$ cat config.mk
export PLATFORM = sky130hd
export DESIGN_NAME = jt12_amlfo
export DESIGN_NICKNAME = d
export VERILOG_FILES = /design/src/rtl/jt12_amlfo.sv
export SDC_FILE = /design/constraint.sdc
export NUM_CORES = 1
export LEC_CHECK = 0
export ABC_AREA = 1
export CORE_MARGIN = 5
export CORE_UTILIZATION = 35
export DETAILED_ROUTE_END_ITERATION = 12
export DONT_BUFFER_PORTS = 1
export HOLD_SLACK_MARGIN = 0.15
export PLACE_DENSITY = 0.58
export SETUP_SLACK_MARGIN = 0.02
export SYNTH_ARGS = -nofsm -noshare
export SYNTH_HDL_FRONTEND = slang
export SYNTH_SLANG_ARGS = --single-unit
$ cat constraint.sdc
create_clock -name clk -period 2.34 [get_ports clk]
set_clock_uncertainty 0.1 [all_clocks]
set_input_delay 0.234 -clock clk [delete_from_list [all_inputs] [get_ports clk]]
set_output_delay 0.234 -clock clk [all_outputs]
set_load 0.005 [all_outputs]
$ cat src/rtl/jt12_amlfo.sv
`default_nettype none
// ============================================================================
// jt12_amlfo : YM2612-style LFO producing AM depth and PM index per sample
// Rev 1.0
// ============================================================================
module jt12_amlfo #(
    parameter int DIV_W = 7
) (
    input  logic       clk,
    input  logic       rst_n,
    input  logic       zero,
    input  logic       lfo_en,
    input  logic [2:0] lfo_freq,
    output logic [6:0] am,
    output logic [4:0] pm,
    output logic       lfo_step
);

    logic [DIV_W-1:0] div_q, div_d, lim_m1;
    logic [6:0]       cnt_q, cnt_d;
    logic [6:0]       am_q, am_d;
    logic [4:0]       pm_q, pm_d;
    logic             step_q, step_d;

    // Terminal divider value (limit - 1) for each rate setting
    always_comb begin
        lim_m1 = DIV_W'(107);
        case (lfo_freq)
            3'd0: lim_m1 = DIV_W'(107);
            3'd1: lim_m1 = DIV_W'(76);
            3'd2: lim_m1 = DIV_W'(70);
            3'd3: lim_m1 = DIV_W'(66);
            3'd4: lim_m1 = DIV_W'(61);
            3'd5: lim_m1 = DIV_W'(43);
            3'd6: lim_m1 = DIV_W'(7);
            3'd7: lim_m1 = DIV_W'(4);
        endcase
    end

    always_comb begin
        div_d  = div_q;
        cnt_d  = cnt_q;
        step_d = 1'b0;
        if (!lfo_en) begin
            div_d = '0;
            cnt_d = '0;
        end else if (zero) begin
            // >= so a rate change that lowers the limit wraps immediately
            if (div_q >= lim_m1) begin
                div_d  = '0;
                cnt_d  = cnt_q + 7'd1;
                step_d = 1'b1;
            end else begin
                div_d = div_q + DIV_W'(1);
            end
        end
    end

    // Outputs derive from next-state cnt so they move on the same edge as cnt
    always_comb begin
        am_d = '0;
        pm_d = '0;
        if (lfo_en) begin
            am_d = cnt_d[6] ? {cnt_d[5:0], 1'b0} : {~cnt_d[5:0], 1'b0};
            pm_d = cnt_d[6:2];
        end
    end

    always_ff @(posedge clk or negedge rst_n) begin
        if (!rst_n) begin
            div_q  <= '0;
            cnt_q  <= '0;
            am_q   <= '0;
            pm_q   <= '0;
            step_q <= 1'b0;
        end else begin
            div_q  <= div_d;
            cnt_q  <= cnt_d;
            am_q   <= am_d;
            pm_q   <= pm_d;
            step_q <= step_d;
        end
    end

    assign am       = am_q;
    assign pm       = pm_q;
    assign lfo_step = step_q;

endmodule
`default_nettype wire

==> results.py <==
metrics = {
    "run_status": {
        "outcome": "complete, no violations",
    },
    "die": {
        "core-area_mm2": 0.00406,
        "row_count": 23,
        "die_h_um": 75.0,
        "start_util_pct": 36.4,
        "die_w_um": 75.0,
        "die_area_mm2": 0.00563,
        "pin_count": 20,
    },
    "sta": {
        "fmax_ghz": 0.461,
        "finalMaxSlewViolations": 0,
        "tns_ns": 0,
        "tightest_slew_ns": 0.952,
        "hold_violations": 0,
        "rsz0062_at_grt": "false",
        "fin_crit_ns": 2.17,
        "relSlewSlack_pct": 36.3,
        "fin_ws_ns": 0.171,
        "post-route-period-util_pct": 92.7,
        "setup_viol": 0,
        "worst_hold_slack_ns": 0.165,
    },
    "synth": {
        "yosysMostFrequentCell": "nand2_1",
        "ys_seq_elements": 21,
        "synth_ff_type": "dfrtp_1",
        "yosys-top-cells-count": "62 x nand2_1, 32 x inv_1, 22 x nand3_1",
        "synth-seq-area-share_pct": 35.5,
        "ys_top_cells_by_area": "dfrtp_1 36%, nand2_1 16%, ha_1 10%",
        "synth_edf_count": 0,
        "yosysWarnings": 0,
        "syn-num-nets": 223,
        "yosysTopAreaCellShare_pct": 35.5,
        "syn_area_mm2": 0.00148,
        "synthDistinctLibCells": 23,
        "async_flop_share_pct": 100,
        "yosys.area.top_type": "dfrtp_1",
        "netlist_instances": 204,
        "syn_area_per_cell_um2": 7.25,
    },
    "critical_path": {
        "path_cells": "ha_1 > nand2_1 > nand2_1 > a21oi_4 > nand2_4 > nand3_1 > nand2_1 > inv_1 > nor2_2 > dlygate4sd3_1",
        "crit_type": "reg -> reg",
        "worst-path-max-fanout": 8,
        "critPathRequiredTime_ns": 2.38,
        "startpoint_type": "flip-flop",
        "cp_num_buf_inv": 2,
        "critical-path-top-delay-family": "buffers and inverters",
        "endpoint_kind": "flip-flop",
        "worstPathArrival_ns": 2.21,
        "reg2reg_slack_ns": 0.17,
        "cpPeakStageDelay_ns": 0.54,
        "slowest_stage": "dlygate4sd3_1",
        "cp_common_cell": "nand2_1",
    },
    "clock_tree": {
        "cts_tree": "built",
        "clk_pin_slew_ns": 0.08,
        "numClockSinks": 21,
        "cts_root_buf": "clkbuf_8",
        "clkLatencyLatePin_ns": 0.26,
        "h-tree-depth": 1,
        "cts_buffer_depth": 2,
        "numCtsBuffers": 3,
    },
    "place": {
        "hpwl_um": 2290,
        "dp.cells": 243,
        "gp_congestion": 0.801,
        "place_ws_ns": 0.146,
        "port_buffers": 0,
    },
    "drt": {
        "drt_iter0_drc": 27,
        "firstDrtPassIters": 4,
        "vias_per_cell": 4.65,
        "drc": 0,
        "drtAntennaViolNets": 0,
        "vias": 1199,
        "wl_per_cell_um": 11.9,
        "wl_um": 3060,
    },
    "pwr": {
        "p_per_area_mw_per_mm2": 452,
        "power_mw": 0.733,
        "power_leakage_nw": 0.872,
        "peakVddDrop_v": 0.000279,
    },
    "global_routing": {
        "grt_util_all_layers_pct": 11.8,
        "gr-total-overflow": 0,
        "grt_pass1_vias": 1095,
        "grt_pass1_wl_um": 5120,
        "gr-usage-met1_pct": 16.1,
        "met2_usage_pct": 18.2,
        "busiest_layer": "met2",
        "grt_max_degree": 22,
        "use_met3_pct": 3.74,
        "antenna_found_initial": 0,
    },
    "flow_run": {
        "max_cap_violations": 0,
    },
    "layout": {
        "stdcell_count": 258,
        "area_growth_pct": 9.73,
        "nFillCells": 426,
        "antenna_cells": 0,
        "final_nets": 228,
        "drive_gt1_share_pct": 13.5,
    },
    "min_path": {
        "hp-class": "in -> reg",
    },
}
## layout by cell type (no fill, tap or decap), types with 2 or more instances in the layout
master	count
nand4_1	5
inv_1	31
nand3_1	22
inv_2	3
dfrtp_1	20
clkbuf_8	3
dlygate4sd3_1	4
nand2_1	62
nor2_2	5
nand2_2	2
ha_1	11
o21ai_1	2
buf_4	7
xor2_1	3
o21ai_0	8
nor2_1	9
## worst min-delay path: stages
cell and delay, ns:
nand4_1 0.07, nand2_1 0.11, nor2_4 0.07
## registers in the layout, indices dropped and copies added, names as in the netlist
name,cells
cnt_q,3
lfo_step,1
div_q,7
am,6
pm,4
## stage by stage
| stage | area (um^2) | util, % |
|---|---|---|
| after floorplan | 1480 | - |
| after global placement | 1470 | 36.1 |
| after detailed placement | 1470 | 36.1 |
| after CTS | 1550 | 38.3 |
| after global routing | 1620 | 40.0 |
| final | 1620 | 40.0 |
## cells by family after synthesis
logic type               after synthesis  synth area share, %
AND/OR/NAND/NOR                      108                 32.9
buffers and inverters                 45                 13.7
flip-flops                            21                 35.5
AO/OA/AOI/OAI                         14                 5.67
adder cells (fa/ha/maj)               12                 10.2
XOR/XNOR                               3                 1.78
other                                  1                0.254
## path summary, 6_finish.rpt
path | startpoint | to | depth (start not counted)
worst max-delay path | div_q[4]$_DFFE_PN0P_ | pm[1]$_DFF_PN0_ | 10
worst max register to register | div_q[4]$_DFFE_PN0P_ | pm[1]$_DFF_PN0_ | 10
worst min register to register | div_q[6]$_DFFE_PN0P_ | div_q[6]$_DFFE_PN0P_ | 2
max in group asynchronous | rst_n | div_q[2]$_DFFE_PN0P_ | 1
min in group asynchronous | rst_n | am[3]$_DFF_PN0_ | 1
worst min-delay path | zero | cnt_q[6]$_DFF_PN0_ | 3
## timing repair
action	4_1_cts	5_1_grt
gates resized for setup	0	6
setup buffers	0	7
hold endpoints to repair	36	0
hold buffers	4	0
endpoints found under the setup margin	0	1
## area by class of cell
type / count / area, um^2 / area share [%]
Sequential cell: 21 / 527 / 32.5
Timing Repair Buffer: 11 / 92.6 / 5.71
Multi-Input combinational cell: 138 / 767 / 47.3
Tap cell: 50 / 62.6 / 3.86
Inverter: 34 / 128 / 7.86
Clock inverter: 1 / 5.00 / 0.308
Clock buffer: 3 / 41.3 / 2.54
## routing by layer
metal | wire length, um | vias up
met1 | 1430 | 541
met2 | 1420 | 18
met3 | 188 | 4
met5 | 0 | -
li1 | - | 636
met4 | 23 | 0
## power breakdown
group / switching, mW / internal (mW) / leakage [nW] / total, mW
Sequential: 0.0118 / 0.377 / 0.280 / 0.389
Clock: 0.119 / 0.118 / 0.0255 / 0.237
Combinational: 0.0666 / 0.0404 / 0.566 / 0.107
Total: 0.197 / 0.536 / 0.872 / 0.733
Note: power is estimated with default switching activity, not from simulation.
